==> config.mk <==
export PLATFORM = sky130hd
export DESIGN_NAME = inst_loadalign
export DESIGN_NICKNAME = d
export VERILOG_FILES = /design/src/rtl/inst_loadalign.sv
export SDC_FILE = /design/constraint.sdc
export NUM_CORES = 1
export LEC_CHECK = 0
export ABC_AREA = 1
export CORE_MARGIN = 2
export CORE_UTILIZATION = 40
export CTS_CLUSTER_DIAMETER = 30
export DETAILED_ROUTE_END_ITERATION = 8
export HOLD_SLACK_MARGIN = 0.02
export PLACE_DENSITY = 0.67
export SYNTH_ARGS = -nofsm -noshare
export SYNTH_HDL_FRONTEND = slang
export SYNTH_SLANG_ARGS = --single-unit
==> constraint.sdc <==
create_clock -name clk -period 3.4 [get_ports clk]
set_clock_uncertainty 0.05 [all_clocks]
set_input_delay 0.51 -clock clk [delete_from_list [all_inputs] [get_ports clk]]
set_output_delay 0.51 -clock clk [all_outputs]
set_load 0.03 [all_outputs]
==> src/rtl/inst_loadalign.sv <==
// Load alignment unit: issues word reads to the data SRAM, merges two words for
// loads that cross a word boundary, and returns a shifted/extended register write.
module inst_loadalign (
  input  logic        clk,
  input  logic        cpurst,
  input  logic        ld_req,
  input  logic [31:0] ld_addr,
  input  logic [2:0]  ld_op,
  input  logic [4:0]  ld_regindex,
  input  logic        ld_kill,
  input  logic [31:0] dsram_rdata,
  output logic        dsram_rcs,
  output logic [31:0] dsram_raddr,
  output logic        ld_wr_reg,
  output logic [4:0]  ld_wr_regindex,
  output logic [31:0] ld_wr_wdata,
  output logic        load_stall,
  output logic        load_misaligned_exxeption
);

  typedef enum logic [1:0] {IDLE, RD1, RD2} state_t;

  state_t      state_q, state_d;
  logic [29:0] waddr_q, waddr_d;
  logic [1:0]  off_q, off_d;
  logic [2:0]  op_q, op_d;
  logic [4:0]  rd_q, rd_d;
  logic [31:0] hold_q, hold_d;

  logic        cross_q, can_acc, wr;
  logic [31:0] raw;
  logic [63:0] merged;

  function automatic logic [31:0] extend(input logic [2:0] op, input logic [31:0] v);
    case (op)
      3'b000:  extend = {{24{v[7]}}, v[7:0]};
      3'b001:  extend = {{16{v[15]}}, v[15:0]};
      3'b100:  extend = {24'h0, v[7:0]};
      3'b101:  extend = {16'h0, v[15:0]};
      default: extend = v;
    endcase
  endfunction

  // Bytes never cross; halves cross only at offset 3; words cross at any nonzero offset.
  always_comb begin
    case (op_q)
      3'b000, 3'b100: cross_q = 1'b0;
      3'b001, 3'b101: cross_q = (off_q == 2'd3);
      default:        cross_q = (off_q != 2'd0);
    endcase
  end

  always_comb begin
    state_d     = state_q;
    waddr_d     = waddr_q;
    off_d       = off_q;
    op_d        = op_q;
    rd_d        = rd_q;
    hold_d      = hold_q;
    dsram_rcs   = 1'b0;
    dsram_raddr = {ld_addr[31:2], 2'b00};
    wr          = 1'b0;
    load_stall  = 1'b0;
    load_misaligned_exxeption = 1'b0;
    can_acc     = 1'b0;
    merged      = {dsram_rdata, hold_q} >> {off_q, 3'b000};
    raw         = merged[31:0];

    case (state_q)
      IDLE: can_acc = 1'b1;
      RD1: begin
        if (cross_q) begin
          hold_d      = dsram_rdata;
          dsram_rcs   = 1'b1;
          dsram_raddr = {waddr_q + 30'd1, 2'b00};
          load_stall  = 1'b1;
          load_misaligned_exxeption = 1'b1;
          state_d     = RD2;
        end else begin
          raw     = dsram_rdata >> {off_q, 3'b000};
          wr      = 1'b1;
          can_acc = 1'b1;
        end
      end
      RD2: begin
        wr      = 1'b1;
        can_acc = 1'b1;
      end
      default: state_d = IDLE;
    endcase

    if (can_acc) begin
      if (ld_req && !ld_kill) begin
        dsram_rcs = 1'b1;
        waddr_d   = ld_addr[31:2];
        off_d     = ld_addr[1:0];
        op_d      = ld_op;
        rd_d      = ld_regindex;
        state_d   = RD1;
      end else begin
        state_d   = IDLE;
      end
    end

    if (ld_kill) begin
      wr         = 1'b0;
      dsram_rcs  = 1'b0;
      load_stall = 1'b0;
      load_misaligned_exxeption = 1'b0;
      state_d    = IDLE;
    end

    if (cpurst) begin
      wr         = 1'b0;
      dsram_rcs  = 1'b0;
      load_stall = 1'b0;
      load_misaligned_exxeption = 1'b0;
    end
  end

  assign ld_wr_reg      = wr;
  assign ld_wr_wdata    = wr ? extend(op_q, raw) : 32'h0;
  assign ld_wr_regindex = cpurst ? 5'd0 : rd_q;

  always_ff @(posedge clk) begin
    if (cpurst) begin
      state_q <= IDLE;
      waddr_q <= 30'h0;
      off_q   <= 2'd0;
      op_q    <= 3'd0;
      rd_q    <= 5'd0;
      hold_q  <= 32'h0;
    end else begin
      state_q <= state_d;
      waddr_q <= waddr_d;
      off_q   <= off_d;
      op_q    <= op_d;
      rd_q    <= rd_d;
      hold_q  <= hold_d;
    end
  end

endmodule

# --- After elaboration in Yosys (flattened, before gate mapping) ---
# Index checks and enable logic that the tools add are counted.
op_classes:
  mux: 25
  n_shift: 2
  n_eq_ne: 8
  n_addsub: 1
  reduce_logical: 12
op_table:
  columns: ["operator", "n"]
  rows:
  - ["32-bit two-way mux", 5]
  - ["32-bit one-hot mux with 4 select lines", 1]
  - ["64-bit by 5-bit right shift with 32-bit output", 1]
  - ["32-bit by 5-bit right shift with 32-bit output", 1]
  - ["30-bit by 1-bit adder with 30-bit output, second input constant", 1]
  - ["1-bit two-way mux", 12]
  - ["2-bit OR reduction", 4]
  - ["3-bit equality test, second input constant", 2]
  - ["1-bit one-hot mux with 2 select lines", 3]
  - ["2-bit AND reduction", 3]
  - ["5-bit two-way mux", 1]
  - ["2-bit equality test, second input constant", 2]
  - ["2-bit two-way mux", 2]
  - ["2-bit one-hot mux with 2 select lines", 1]
  - ["3-bit by 1-bit equality test with 1-bit output, second input constant", 1]
  - ["3-bit logical NOT", 1]
  - ["3-bit != test, second input constant", 1]
  - ["2-bit by 1-bit equality test with 1-bit output, second input constant", 1]
  - ["2-bit logical NOT", 1]
  - ["2-bit by 1-bit != test with 1-bit output, second input constant", 1]
  - ["2-bit nonzero test", 1]
  - ["1-bit logical AND", 1]
  - ["1-bit logical NOT", 1]
word_totals:
  input_bits: 76
  register_bits: 74
  out_inout_bits: 73

# --- Depth between registers and ports, before layout ---
# Gate-level depths: netlist of run 1.
logic_depth:
  ltp_word: 9
  depth_mapped: 12

# --- Worst setup path after synthesis of run 1 ---
# OpenSTA, ideal clock, no wires.
synth_path:
  path_type: "register to output"
  start: "reg state_q[1]"
  end: "out ld_wr_wdata[1]"
  setup_slack_ns: 0.682
  n_path_buf: 0
  path_stages_with_launch: 9
  arrival_time_ns: 2.158
  required_ns: 2.840
  cell_sequence: "dfxtp_1 inv_1 ha_1 inv_1 a21oi_4 nor2_2 nor3_4 inv_2 nor3_1"
synth_between:
  elab_chain_cells: 5
  word_cells_on_any_way: 8
  classes_between: "eq/ne (2); mux (6)"
synth_lines:
  columns: ["element", "line_no", "source"]
  rows:
  - ["start, declared", "23", "state_t state_q, state_d;"]
  - ["start signal, assigned", "134", "state_q <= state_d;"]
  - ["2-bit equality test or 2-bit by 1-bit equality test with 1-bit output (tied branches)", "69", "case (state_q)"]
  - ["1-bit one-hot mux with 2 select lines *", "69", null]
  - ["1-bit two-way mux *", "105", "if (ld_kill) begin"]
  - ["1-bit two-way mux *", "113", "if (cpurst) begin"]
  - ["via ld_wr_reg", "14", "output logic ld_wr_reg,"]
  - ["32-bit two-way mux *", "122", "assign ld_wr_wdata = wr ? extend(op_q, raw) : 32'h0;"]
  - ["end, declared", "16", "output logic [31:0] ld_wr_wdata,"]
# The timed path passes the listed nets; every way through them passes the cells marked *.

# --- Worst setup path in the final report of run 1 ---
layout_path:
  start: "reg state_q[1]"
  end: "out dsram_raddr[7]"
layout_between:
  elab_chain_cells: 2
layout_lines:
  columns: ["element", "line_no", "source"]
  rows:
  - ["2-bit by 1-bit equality test with 1-bit output", "69", null]
  - ["32-bit two-way mux", "69", null]
  - ["end, declared", "13", "output logic [31:0] dsram_raddr,"]
# Every way passes these cells.

==> impl_metrics.ini, run 1 <==
[run_status]
status = finished clean

[grt]
grt_pass1_vias = 5853
grt_max_degree = 67
overflow = 0
grt_pass1_wl_mm = 29.0
antenna_found_initial = 0
grtUsageTotal_pct = 22.2

[finish]
nFillCells = 1435
diodes = 0
drive_gt1_share_pct = 10.7
area_growth_syn_to_layout_pct = 32.1
final_nets = 1153
seqCellArea_um2 = 1490
multi_input_area_um2 = 3710

[setup_path]
startpoint_type = flip-flop
cp_slowest_cell = clkdlybuf4s50_1
r2r_slack_ns = 1.08
critPathLaunch = state_q[1]$_SDFFE_PP0P_
cp_slowest_stage_delay_ns = 0.74
cp_max_fo = 13
crit_arrival_ns = 2.63
worstReg2RegEnd = waddr_q[8]$_SDFFE_PP0P_
cp_cell_sequence = inv_1 > ha_1 > inv_1 > nor2_4 > o21ai_0 > o21ai_0 > clkdlybuf4s50_1
worstReg2RegStart = off_q[1]$_SDFFE_PP0P_
cp.required_ns = 2.84
critPathBufInv = 3
setup.worst_path.class = reg2out
cp_top_family = buffers and inverters
rr_worst_depth = 10
crit_path_end = dsram_raddr[7]
end_kind = primary output
crit_cells = 7

[synthesis]
synth-xor-area-share_pct = 1.81
synth_area_um2 = 5820
yosys_warnings = 0
ys_seq_area_share_pct = 25.5
ys_seq_elements = 74
synthSimpleGateAreaFrac_pct = 39.0
synthCells = 961
synth_compound_area_share_pct = 20.7
muxShareOfSynthArea_pct = 1.20
synth-adder-area-share_pct = 1.08
syn_area_per_cell_um2 = 6.05
synth_top_family_by_area = simple AND/OR/NAND/NOR gates
synth.distinct_cells = 35

[die]
ios = 149
start_util_pct = 40.5
die_w_um = 125
die_h_um = 125
fp-row-count = 44
die_area_um2 = 15500
core_um2 = 14400

[routing]
wl_per_cell_um = 13.9
drt-initial-drc-count = 529
first_pass_iters = 5
vias = 6499
route.detailed.drc = 0
wirelength_mm = 17.5
vias_per_cell = 5.15
ant_nets = 0

[worst_hold_path]
hold_path.class = reg2reg
hold_depth = 2

[clocking]
cts-root-buf = clkbuf_16
clockBufferDepth = 2
cts_tree = done
htree_levels = 3
path_clk_slew_ns = 0.06
numCtsBuffers = 9
insertion_delay_ns = 0.33
post_cts.repair.setup_buffers = 0
clock_sinks = 74

[power]
power_leakage_nw = 3.32
power_density_nw_per_um2 = 348
power_mw = 2.67
ir_drop_mv = 0.208

[placement]
dpl.hpwl_mm = 12.7
io_buffers = 146
gp_congestion = 0.900
place_ws_ns = 0.246

[timing]
worst_pin_slew_ns = 0.542
relSlewSlack_pct = 63.7
finalCritPeriodShare_pct = 93.7
finalCriticalPeriod_ns = 3.19
finalSetupViolCount = 0
rsz0062_at_grt = no
fmax_ghz = 0.314
maxSlewViolCount = 0
fin_ws_ns = 0.213
fin_tns_setup_ns = 0
finalHoldViolations = 0

[run]
cap_violations = 0
==> layer usage <==
| layer | part of all wire [%] | up-vias | routed length (um) | track usage [%] |
|---|---|---|---|---|
| li1 | - | 3389 | - | - |
| met1 | 48 | 2852 | 8490 | 31.5 |
| met3 | 6.1 | 27 | 1070 | 3.87 |
| met4 | 2.3 | 0 | 404 | 6.81 |
| met5 | 0 | - | 0 | 0 |
| met2 | 43 | 231 | 7580 | 34.5 |
==> layout make-up <==
| type | instances | area share (%) |
|---|---|---|
| clock inverter | 6 | 1.79 |
| inverter | 78 | 3.84 |
| timing repair buffer | 164 | 20.6 |
| tap | 184 | 3.00 |
| sequential | 74 | 19.3 |
| multi-input combinational | 745 | 48.3 |
| clock buffer | 10 | 3.11 |
==> layout by cell type, fill, tap and decap left out, types with 9 or more instances in the layout <==
cell,n
a211oi_1,44
a211oi_2,9
a21oi_1,35
buf_4,50
clkbuf_16,9
clkdlybuf4s50_1,94
dfxtp_1,72
dlymetal6s2s_1,16
inv_1,74
nand2_1,270
nand3_1,74
nor2_1,126
nor2_2,11
nor3_1,27
o211ai_1,24
o21ai_0,71
xor2_1,11
==> cells in the mapped netlist (all sizes together) <==
cell	instances	area [um2]
a211oi	53	443
a21oi	38	209
buf	34	216
clkbuf	31	116
conb	1	3.75
dfxtp	74	1480
ha	5	62.6
inv	78	293
mux2i	7	70.1
nand2	279	1090
nand3	76	398
nand4	7	43.8
nor2	138	553
nor3	28	151
nor3b	1	12.5
o211ai	24	180
o21ai	71	355
o31ai	2	15.0
or2	2	12.5
xnor2	1	8.76
xor2	11	96.3
==> logic make-up (layout without fill, tap and decap cells) <==
logic type,after synthesis,in the layout
simple gates,531,531
compound gates,188,188
buf+inv,143,258
flops,74,74
xor+xnor,12,12
mux,7,7
fa+ha+maj,5,5
other cells,1,2
==> sequential cells by signal (all words and copies together) (netlist names) <==
| signal | flops |
|---|---|
| off_q | 2 |
| hold_q | 32 |
| waddr_q | 30 |
| op_q | 3 |
| state_q | 2 |
| rd_q | 5 |
==> per-stage QoR <==
step | instances | cell area [um2] | utilization, % | hold slack [ns]
final | 1261 | 7680 | 53.5 | 0.411
after global routing | 1261 | 7680 | 53.5 | 0.432
after CTS | 1261 | 7640 | 53.2 | 0.414
after detailed placement | 1245 | 7260 | 50.5 | 0.404
after global placement | 1245 | 7260 | 50.5 | 0.399
after floorplan | 962 | 5820 | - | 0.390
==> how the worst min path moves through the flow <==
stage | startpoint | end | slack, ns
3_5_place_dp | hold_q[6]$_SDFFE_PP0P_ | hold_q[6]$_SDFFE_PP0P_ | 0.40
5_1_grt | hold_q[0]$_SDFFE_PP0P_ | hold_q[0]$_SDFFE_PP0P_ | 0.43
2_1_floorplan | hold_q[1]$_SDFFE_PP0P_ | hold_q[1]$_SDFFE_PP0P_ | 0.39
3_3_place_gp | hold_q[2]$_SDFFE_PP0P_ | hold_q[2]$_SDFFE_PP0P_ | 0.40
4_1_cts | hold_q[6]$_SDFFE_PP0P_ | hold_q[6]$_SDFFE_PP0P_ | 0.41
6_report | hold_q[6]$_SDFFE_PP0P_ | hold_q[6]$_SDFFE_PP0P_ | 0.41
==> report_power, final <==
part	switching (mW)	leakage, nW	internal (mW)
clock network	0.378	0.183	0.814
registers	0.0325	0.605	0.900
logic	0.324	2.53	0.223
==> worst min-delay path, stage by stage, from the launching register on <==
cell,delay [ns]
dfxtp_1,0.31
nand2_1,0.06
a21oi_1,0.05
==> timing repair <==
| action | in CTS | in global routing |
|---|---|---|
| setup endpoints to repair | 0 | 21 |
| hold endpoints to repair | 0 | 0 |
| hold buffers | 0 | 0 |
| gates resized for setup | 0 | 19 |
No activity file was read; power rests on OpenSTA's default activity.
==> run 2, diff against run 1 <==
--- a/config.mk
+++ b/config.mk
@@ -8,7 +8,8 @@
 export ABC_AREA = 1
 export CORE_MARGIN = 2
 export CORE_UTILIZATION = 40
-export CTS_CLUSTER_DIAMETER = 30
+export CTS_BUF_LIST = sky130_fd_sc_hd__clkbuf_8
+export CTS_CLUSTER_DIAMETER = 80
 export DETAILED_ROUTE_END_ITERATION = 8
 export HOLD_SLACK_MARGIN = 0.02
 export PLACE_DENSITY = 0.67
==> run 2 against run 1 <==
  * Sequential power is essentially flat
  * Clock-buffer cell count unchanged
  * Utilization is 0.71 points lower
  * Worst setup slack worse by 0.049 ns
  * Critical endpoint unchanged
  * Highest routed layer unchanged
  * Sequential share of layout area grew 0.26 points
  * Final area fell by 1.3%
  * Maximum frequency is 1.5% lower
  * Clock power down 21%
==> impl_metrics.ini, run 2 (synthesis results as in run 1) <==
[clocking]
cts_tree = done
clock_sinks = 74
clockBufferDepth = 2
path_clk_slew_ns = 0.08
htree_levels = 3
numCtsBuffers = 9
insertion_delay_ns = 0.36
cts-root-buf = clkbuf_8

[timing]
relSlewSlack_pct = 63.5
fin_ws_ns = 0.165
worst_pin_slew_ns = 0.545
finalHoldViolations = 0
finalCritPeriodShare_pct = 95.2
rsz0062_at_grt = no
maxSlewViolCount = 0
whs_ns = 0.414
fmax_ghz = 0.309
finalSetupViolCount = 0
fin_tns_setup_ns = 0
finalCriticalPeriod_ns = 3.24

[grt]
grt_max_degree = 67
grt_pass1_vias = 5827
overflow = 0
grt_pass1_wl_mm = 28.9
grtUsageTotal_pct = 22.3
antenna_found_initial = 0

[finish]
area_growth_syn_to_layout_pct = 30.4
diodes = 0
top_register = hold_q
biggestRegsByFlops = hold_q x32, waddr_q x30, rd_q x5
final_cell_area_um2 = 7580
final_common_cell = nand2_1
nFillCells = 1450
largest_reg_flops = 32
seqCellArea_um2 = 1490
final_cells = 1261
final_nets = 1153
post-route-util_pct = 52.8
drive_gt1_share_pct = 10.7
multi_input_area_um2 = 3710
mostFrequentLayoutCells = nand2_1, nor2_1, clkdlybuf4s50_1

[power]
ir_drop_mv = 0.154
power_leakage_nw = 3.27
power_mw = 2.41
power_density_nw_per_um2 = 318

[routing]
route.detailed.drc = 0
vias_per_cell = 5.15
vias = 6499
ant_nets = 0
first_pass_iters = 5
drt-initial-drc-count = 615
wirelength_mm = 17.5
wl_per_cell_um = 13.9

[placement]
place_ws_ns = 0.246
io_buffers = 146
place_inst = 1245
place_area_um2 = 7260
gp_congestion = 0.900
dpl.hpwl_mm = 12.7

[setup_path]
cp_max_fo = 13
startpoint_type = flip-flop
r2r_slack_ns = 1.08
end_kind = primary output
cp.required_ns = 2.84
setup.worst_path.class = reg2out
crit_arrival_ns = 2.68

[die]
ios = 149
start_util_pct = 40.5
core_um2 = 14400
die_h_um = 125
fp-row-count = 44
die_area_um2 = 15500
die_w_um = 125

[worst_hold_path]
hold_path.class = reg2reg

[run]
cap_violations = 0

[run_status]
status = finished clean
run 2: cell counts in the layout (fill, tap and decap cells not counted):
No cell type changed its count.
run 2: cell type report:
class / instances / area share [%]
Tap cell: 184 / 3.04
Timing Repair Buffer: 164 / 20.9
Sequential cell: 74 / 19.6
Clock inverter: 6 / 1.82
Inverter: 78 / 3.89
Clock buffer: 10 / 1.82
Multi-Input combinational cell: 745 / 49.0
run 2: where the power goes:
group          total [mW]  internal [mW]  switching [mW]
clock               0.935          0.584           0.351
sequential          0.932          0.899          0.0325
combinational       0.546          0.223           0.323
run 2: worst paths after layout:
check / end / cells after the start / from
max reg2reg: waddr_q[8]$_SDFFE_PP0P_ / 10 / off_q[1]$_SDFFE_PP0P_
min: hold_q[0]$_SDFFE_PP0P_ / 2 / hold_q[0]$_SDFFE_PP0P_
max: dsram_raddr[7] / 7 / state_q[1]$_SDFFE_PP0P_
min reg2reg: hold_q[0]$_SDFFE_PP0P_ / 2 / hold_q[0]$_SDFFE_PP0P_
run 2: timing repair:
| action | 4_1_cts | 5_1_grt |
|---|---|---|
| hold endpoints to repair | 0 | 0 |
| hold buffers | 0 | 0 |
| endpoints found under the setup margin | 0 | 22 |
| buffers inserted | 0 | 0 |
| resized for setup | 0 | 19 |
run 2: worst max-delay path: stages, from the launching register on:
cell,delay [ns]
dfxtp_1,0.33
inv_1,0.10
ha_1,0.22
inv_1,0.12
nor2_4,0.36
o21ai_0,0.13
o21ai_0,0.31
clkdlybuf4s50_1,0.74
run 2: routing by layer:
| metal | up-vias | wire length (um) | share of wire [%] | GRT usage [%] |
|---|---|---|---|---|
| li1 | 3389 | - | - | - |
| met1 | 2835 | 8280 | 47 | 31.7 |
| met2 | 250 | 7630 | 44 | 34.2 |
| met3 | 25 | 1220 | 7.0 | 3.99 |
| met4 | 0 | 372 | 2.1 | 7.07 |
| met5 | - | 0 | 0 | 0 |
